===== src/rtl/seq_det_pkg.sv =====
// ============================================================================
// seq_det_pkg : shared state encoding and sizing helper for seq_pattern_detector
// Revision   : 1.0
// ============================================================================
`default_nettype none

package seq_det_pkg;

    localparam logic [1:0] c_st_idle = 2'd0;
    localparam logic [1:0] c_st_fill = 2'd1;
    localparam logic [1:0] c_st_hunt = 2'd2;

    function automatic int seq_len_w(input int pat_w);
        return $clog2(pat_w + 1);
    endfunction

endpackage

`default_nettype wire


===== src/rtl/seq_det_window.sv =====
// ============================================================================
// seq_det_window : bit history, fill counter and length-masked comparator
// Revision       : 1.0
// ============================================================================
`default_nettype none

module seq_det_window #(
    parameter int PAT_W = 8,
    parameter int LEN_W = 4
) (
    input  logic             clk,
    input  logic             rst_n,
    input  logic             clear_i,
    input  logic             shift_i,
    input  logic             din_i,
    input  logic             no_overlap_i,
    input  logic [LEN_W-1:0] len_i,
    input  logic [PAT_W-1:0] pattern_i,
    output logic             hit_o,
    output logic             full_o
);

    logic [PAT_W-1:0] hist_q, hist_d;
    logic [LEN_W-1:0] fill_q, fill_d;
    logic [PAT_W-1:0] w_window;
    logic [PAT_W-1:0] w_mask;
    logic [LEN_W-1:0] w_fill_next;

    assign w_window = {hist_q[PAT_W-2:0], din_i};

    generate
        for (genvar i = 0; i < PAT_W; i++) begin : g_mask
            assign w_mask[i] = (LEN_W'(i) < len_i);
        end
    endgenerate

    // fill saturates at len so stale history beyond the pattern never matters
    assign w_fill_next = (fill_q >= len_i) ? len_i : fill_q + LEN_W'(1);
    assign full_o      = shift_i && (w_fill_next >= len_i);
    assign hit_o       = full_o && (((w_window ^ pattern_i) & w_mask) == '0);

    always_comb begin
        hist_d = hist_q;
        fill_d = fill_q;
        if (clear_i) begin
            hist_d = '0;
            fill_d = '0;
        end else if (shift_i) begin
            hist_d = w_window;
            fill_d = (hit_o && no_overlap_i) ? '0 : w_fill_next;
        end
    end

    always_ff @(posedge clk or negedge rst_n) begin
        if (!rst_n) begin
            hist_q <= '0;
            fill_q <= '0;
        end else begin
            hist_q <= hist_d;
            fill_q <= fill_d;
        end
    end

endmodule

`default_nettype wire


===== src/rtl/seq_pattern_detector.sv =====
// ============================================================================
// seq_pattern_detector : run-time programmable serial pattern detector
// Revision             : 1.0
// ============================================================================
`default_nettype none

module seq_pattern_detector
    import seq_det_pkg::*;
#(
    parameter int PAT_W = 8,
    parameter int CNT_W = 8,
    localparam int LEN_W = seq_len_w(PAT_W)
) (
    input  logic             clk,
    input  logic             rst_n,
    input  logic             cfg_load_i,
    input  logic [PAT_W-1:0] cfg_pattern_i,
    input  logic [LEN_W-1:0] cfg_len_i,
    input  logic             cfg_overlap_i,
    input  logic             din_valid_i,
    input  logic             din_i,
    input  logic             cnt_clear_i,
    output logic             match_o,
    output logic [CNT_W-1:0] match_cnt_o,
    output logic             cfg_err_o,
    output logic             armed_o
);

    localparam logic [CNT_W-1:0] CNT_SAT = {CNT_W{1'b1}};

    logic [1:0]       state_q,   state_d;
    logic [PAT_W-1:0] pattern_q, pattern_d;
    logic [LEN_W-1:0] len_q,     len_d;
    logic             overlap_q, overlap_d;
    logic             match_q,   match_d;
    logic             err_q,     err_d;
    logic [CNT_W-1:0] cnt_q,     cnt_d;

    logic w_len_ok;
    logic w_shift;
    logic w_hit;
    logic w_full;

    assign w_len_ok = (cfg_len_i != '0) && (cfg_len_i <= LEN_W'(PAT_W));
    // a bit arriving with cfg_load belongs to neither configuration
    assign w_shift  = din_valid_i && !cfg_load_i && (state_q != c_st_idle);

    seq_det_window #(
        .PAT_W (PAT_W),
        .LEN_W (LEN_W)
    ) u_window (
        .clk          (clk),
        .rst_n        (rst_n),
        .clear_i      (cfg_load_i),
        .shift_i      (w_shift),
        .din_i        (din_i),
        .no_overlap_i (!overlap_q),
        .len_i        (len_q),
        .pattern_i    (pattern_q),
        .hit_o        (w_hit),
        .full_o       (w_full)
    );

    always_comb begin
        state_d   = state_q;
        pattern_d = pattern_q;
        len_d     = len_q;
        overlap_d = overlap_q;
        err_d     = 1'b0;
        match_d   = w_hit;
        cnt_d     = cnt_q;

        if (cfg_load_i) begin
            if (w_len_ok) begin
                pattern_d = cfg_pattern_i;
                len_d     = cfg_len_i;
                overlap_d = cfg_overlap_i;
                state_d   = c_st_fill;
            end else begin
                pattern_d = '0;
                len_d     = '0;
                overlap_d = 1'b0;
                err_d     = 1'b1;
                state_d   = c_st_idle;
            end
        end else if (w_shift) begin
            case (state_q)
                c_st_fill: begin
                    if (w_hit && !overlap_q) state_d = c_st_fill;
                    else if (w_full)         state_d = c_st_hunt;
                end
                c_st_hunt: begin
                    if (w_hit && !overlap_q) state_d = c_st_fill;
                end
                default: state_d = c_st_idle;
            endcase
        end

        if (cnt_clear_i)                  cnt_d = '0;
        else if (w_hit && cnt_q != CNT_SAT) cnt_d = cnt_q + CNT_W'(1);
    end

    always_ff @(posedge clk or negedge rst_n) begin
        if (!rst_n) begin
            state_q   <= c_st_idle;
            pattern_q <= '0;
            len_q     <= '0;
            overlap_q <= 1'b0;
            match_q   <= 1'b0;
            err_q     <= 1'b0;
            cnt_q     <= '0;
        end else begin
            state_q   <= state_d;
            pattern_q <= pattern_d;
            len_q     <= len_d;
            overlap_q <= overlap_d;
            match_q   <= match_d;
            err_q     <= err_d;
            cnt_q     <= cnt_d;
        end
    end

    assign match_o     = match_q;
    assign match_cnt_o = cnt_q;
    assign cfg_err_o   = err_q;
    assign armed_o     = (state_q != c_st_idle);

endmodule

`default_nettype wire


===== config.mk =====
export PLATFORM = sky130hd
export DESIGN_NAME = seq_pattern_detector
export DESIGN_NICKNAME = d
export VERILOG_FILES = /design/src/rtl/seq_det_pkg.sv /design/src/rtl/seq_det_window.sv /design/src/rtl/seq_pattern_detector.sv
export SDC_FILE = /design/constraint.sdc
export NUM_CORES = 1
export LEC_CHECK = 0
export ABC_AREA = 1
export CORE_UTILIZATION = 54
export DETAILED_ROUTE_END_ITERATION = 6
export GPL_TIMING_DRIVEN = 0
export PLACE_DENSITY = 0.79
export SLEW_MARGIN = 20
export SYNTH_ARGS = -nofsm -noshare
export SYNTH_HDL_FRONTEND = slang
export SYNTH_SLANG_ARGS = --single-unit

===== constraint.sdc =====
create_clock -name clk -period 3.23 [get_ports clk]
set_input_delay 0.646 -clock clk [delete_from_list [all_inputs] [get_ports clk]]
set_output_delay 0.646 -clock clk [all_outputs]
set_load 0.005 [all_outputs]

==> results_tabular.tex <==
\begin{tabular}{lr}
\hline
Metric & Value \\
\hline
\multicolumn{2}{l}{\textbf{Clock network}} \\
\quad Number of H-tree levels & 2 \\
\quad Clock network latency to the later pin of the worst-skew pair & 290 ps \\
\quad Clock edge transition at the registers on the reported setup and hold paths & 80 ps \\
\quad TritonCTS clock tree & done \\
\quad Cell chosen for the clock root & clkbuf\_8 \\
\quad Max clock buf depth & 2 \\
\quad Number of CTS-inserted buffers & 5 \\
\quad Sink count of the clock tree & 36 \\
\multicolumn{2}{l}{\textbf{Global route}} \\
\quad Overall fraction of global-route tracks in use & 25.3\% \\
\quad Maximum number of pins on one net before global-route repair & 21 \\
\quad Aggregate global routing overflow & 0 \\
\quad Antenna violations before repair & 0 \\
\quad Number of global-route vias before repair & 1787 \\
\quad First-pass GRT wire length & 7950 um \\
\multicolumn{2}{l}{\textbf{Worst setup path}} \\
\quad Kind of start point of the critical path & flip-flop \\
\quad RR Startpoint & len\_q[3] \\
\quad Crit path top cell by count & nand2\_1 \\
\quad Worst path slowest cell & dfrtp\_2 \\
\quad Worst Path Required & 3410 ps \\
\quad Data arrival time of the critical path & 3150 ps \\
\quad Ordered cell list for the critical path & inv\_2 -> ha\_1 -> a21oi\_1 -> nand3\_2 -> nand2\_1 -> o21ai\_0 -> ha\_1 -> nand2\_1 -> inv\_1 -> nand2\_1 -> nand3\_1 -> nand2\_1 -> nor3\_4 -> buf\_4 -> nand2\_4 -> nor3\_1 -> nor2\_1 \\
\quad Endpoint type of the worst setup path & flip-flop \\
\quad Worst reg2reg path endpoint & match\_cnt\_o[3] \\
\quad Internal reg-to-reg setup slack & 260 ps \\
\quad Cells on worst reg2reg path & 17 \\
\quad Worst setup path startpoint & len\_q[3] \\
\quad Largest stage delay on the critical path & 440 ps \\
\quad Max FO, Critical Path & 8 \\
\quad CP Class & reg2reg \\
\multicolumn{2}{l}{\textbf{Finish}} \\
\quad Synthesis-to-layout area growth & 26.2\% \\
\quad Count of nets after finishing & 350 \\
\quad Fill count & 311 \\
\quad Number of diodes & 0 \\
\quad Fraction of final layout cells with drive strength greater than 1 & 10.7\% \\
\multicolumn{2}{l}{\textbf{Floorplanning}} \\
\quad I/O pin total & 30 \\
\quad Total Die Area & 4230 um\^{}2 \\
\quad Die span in y & 65.0 um \\
\quad Starting density of the core & 57.3\% \\
\quad Placement Rows & 22 \\
\quad Floorplan die width & 65.0 um \\
\quad Core area & 3740 um\^{}2 \\
\multicolumn{2}{l}{\textbf{Pwr}} \\
\quad Share of power burned in combinational logic & 26.3\% \\
\quad Proportion of power drawn by flip-flops and latches & 35.1\% \\
\quad Power density relative to cell area & 537 nW/um\^{}2 \\
\quad VDD IR max & 362 uV \\
\quad Cell internal power dissipation & 1.03 mW \\
\quad Switching pwr & 0.422 mW \\
\quad Lkg Pwr & 1.32 nW \\
\quad Clock share of power & 38.6\% \\
\quad Switching power share of the total & 29.0\% \\
\multicolumn{2}{l}{\textbf{Timing}} \\
\quad Transition time at the pin with the least slew margin & 558 ps \\
\quad Final setup violation count & 0 \\
\quad Worst hold slack & 288 ps \\
\quad Final cycle utilization of the critical path & 92.0\% \\
\quad Total negative setup slack & 0 ps \\
\quad Layout Skew & 4.10 ps \\
\quad Final Hold Fails & 0 \\
\quad Shortest period the worst path allows & 2970 ps \\
\quad Headroom to the max-slew limit & 62.8\% \\
\quad Number of max-slew violations in the final report & 0 \\
\quad Fmax & 337 MHz \\
\multicolumn{2}{l}{\textbf{Yosys}} \\
\quad Count of different cell masters after synthesis & 31 \\
\quad Area of the mapped netlist & 2150 um\^{}2 \\
\quad Mean instance size in the synthesized netlist & 7.72 um\^{}2 \\
\quad Post-synthesis sequential element count & 36 \\
\quad Fraction of the yosys area taken by sequential cells & 42.0\% \\
\quad Yosys warning total & 0 \\
\quad Synthesized Nets & 310 \\
\quad Synthesized netlist cell count & 278 \\
\quad Dominant cells by area after synthesis & dfrtp\_1 42\%, nand2\_1 12\%, nand3\_1 8.2\% \\
\quad Library cell occupying the most area in the post-synthesis netlist & dfrtp\_1 \\
\quad Yosys top cell area share & 42.0\% \\
\multicolumn{2}{l}{\textbf{Routing}} \\
\quad Via total after detailed routing & 1958 \\
\quad Antenna Violating Nets Remaining & 0 \\
\quad Drt wl/cell & 13.3 um \\
\quad Vias per std cell & 5.34 \\
\quad DRT Pass-1 Iters & 4 \\
\quad Number of DRC violations after detailed routing & 0 \\
\quad DR iter-0 viols & 138 \\
\quad Final Routed Wirelength & 4870 um \\
\multicolumn{2}{l}{\textbf{Place}} \\
\quad Post-DP HPWL & 3490 um \\
\quad Buffers on Ports & 28 \\
\quad Gp weighted congestion & 0.834 \\
\multicolumn{2}{l}{\textbf{Hold path}} \\
\quad Worst min path class & in2async \\
\multicolumn{2}{l}{\textbf{Job}} \\
\quad Number of max-cap violations & 0 \\
\multicolumn{2}{l}{\textbf{Status}} \\
\quad Run status & completed \\
\hline
\end{tabular}
power by group through the flow:
stage	logic [mW]	clock network (mW)	registers, mW
floorplan	0.248	0	0.513
global placement	0.348	0	0.518
detailed placement	0.362	0	0.520
CTS	0.365	0.566	0.511
global route	0.440	0.580	0.515
finish	0.383	0.561	0.511
synth_stat cells (all sizes together):
cell type / count
o21a: 1
xnor2: 1
xor2: 5
ha: 13
inv: 47
nor2: 12
nor3: 4
nand4: 3
o22ai: 7
o21ai: 22
clkbuf: 2
buf: 2
a21o: 1
nand2: 73
nor4: 1
a21oi: 8
nand3: 36
o31ai: 2
clkinv: 1
dfrtp: 36
o211ai: 1
final cells by class:
cell class / count / area (um^2) / share of cell area, %
Sequential cell: 36 / 902 / 33.3
Timing Repair Buffer: 32 / 325 / 12.0
Clock buffer: 5 / 68.8 / 2.54
Tap cell: 48 / 60.1 / 2.22
Buffer: 4 / 16.3 / 0.601
Inverter: 48 / 183 / 6.75
Clock inverter: 3 / 90.1 / 3.33
Multi-Input combinational cell: 191 / 1060 / 39.2
state kept, by name (all words and copies together) (netlist names):
| name | count |
|---|---|
| cfg_err_o | 1 |
| len_q | 4 |
| match_cnt_o | 8 |
| match_o | 1 |
| overlap_q | 1 |
| pattern_q | 8 |
| state_q | 2 |
| u_window.fill_q | 4 |
| u_window.hist_q | 7 |
per-stage QoR:
stage | utilization, % | setup WS (ps) | instance area (um^2) | instances | power [mW]
2_1_floorplan | - | 578 | 2150 | 278 | 0.762
3_3_place_gp | 66.4 | 199 | 2490 | 354 | 0.866
3_5_place_dp | 67.0 | 119 | 2510 | 355 | 0.882
4_1_cts | 71.3 | 105 | 2670 | 363 | 1.44
5_1_grt | 72.3 | -11.9 | 2710 | 367 | 1.54
6_report | 72.3 | 260 | 2710 | 367 | 1.45
placed cells by master, fill, tap and decap left out, drive strengths merged:
| master | instances |
|---|---|
| nand4 | 3 |
| a21o | 1 |
| clkdlybuf4s50 | 27 |
| clkbuf | 7 |
| o21a | 1 |
| clkinv | 1 |
| a21oi | 8 |
| inv | 47 |
| nand3 | 36 |
| bufinv | 3 |
| xor2 | 5 |
| xnor2 | 1 |
| o21ai | 22 |
| o22ai | 7 |
| ha | 13 |
| o31ai | 2 |
| buf | 7 |
| nor4 | 1 |
| nand2 | 74 |
| nor2 | 12 |
| nor3 | 4 |
| dfrtp | 36 |
| o211ai | 1 |
worst max-delay path, delay by kind of cell (launching register included):
family,cells,cell delay [ps]
and+or+nand+nor,10,1100
adders and majority gates,2,660
DFF,1,440
buffers and inverters,3,330
AOI/OAI and AO/OA,2,330
worst max-delay path by stage:
stage	to	slack [ps]	cells past startpoint
after floorplan	match_cnt_o[2]	580	18
after global placement	u_window.fill_q[3]	200	16
after detailed placement	u_window.fill_q[3]	120	16
after CTS	u_window.fill_q[3]	110	16
after global routing	match_cnt_o[3]	-10	17
final	match_cnt_o[3]	260	17
per-layer routing:
layer,vias up,global-route usage [%],routed length (um)
met5,-,0,0
met4,0,7.34,55
met3,7,6.16,266
met2,54,41.1,2310
met1,913,33.2,2240
li1,984,-,-
cells by family (layout without fill, tap and decap cells):
group | count (synthesis) | in the layout | synth area share (%)
simple gates | 129 | 130 | 27.8
compound gates | 42 | 42 | 11.0
flops | 36 | 36 | 42.0
buf+inv | 52 | 92 | 9.27
xor+xnor | 6 | 6 | 2.45
fa+ha+maj | 13 | 13 | 7.58
timing repair:
action                                  in CTS  in global routing
gates resized for setup                      0                  5
endpoints found under the setup margin       0                 14
hold buffers                                 0                  0
setup buffers                                0                  3
No activity file was read; power rests on OpenSTA's default activity.
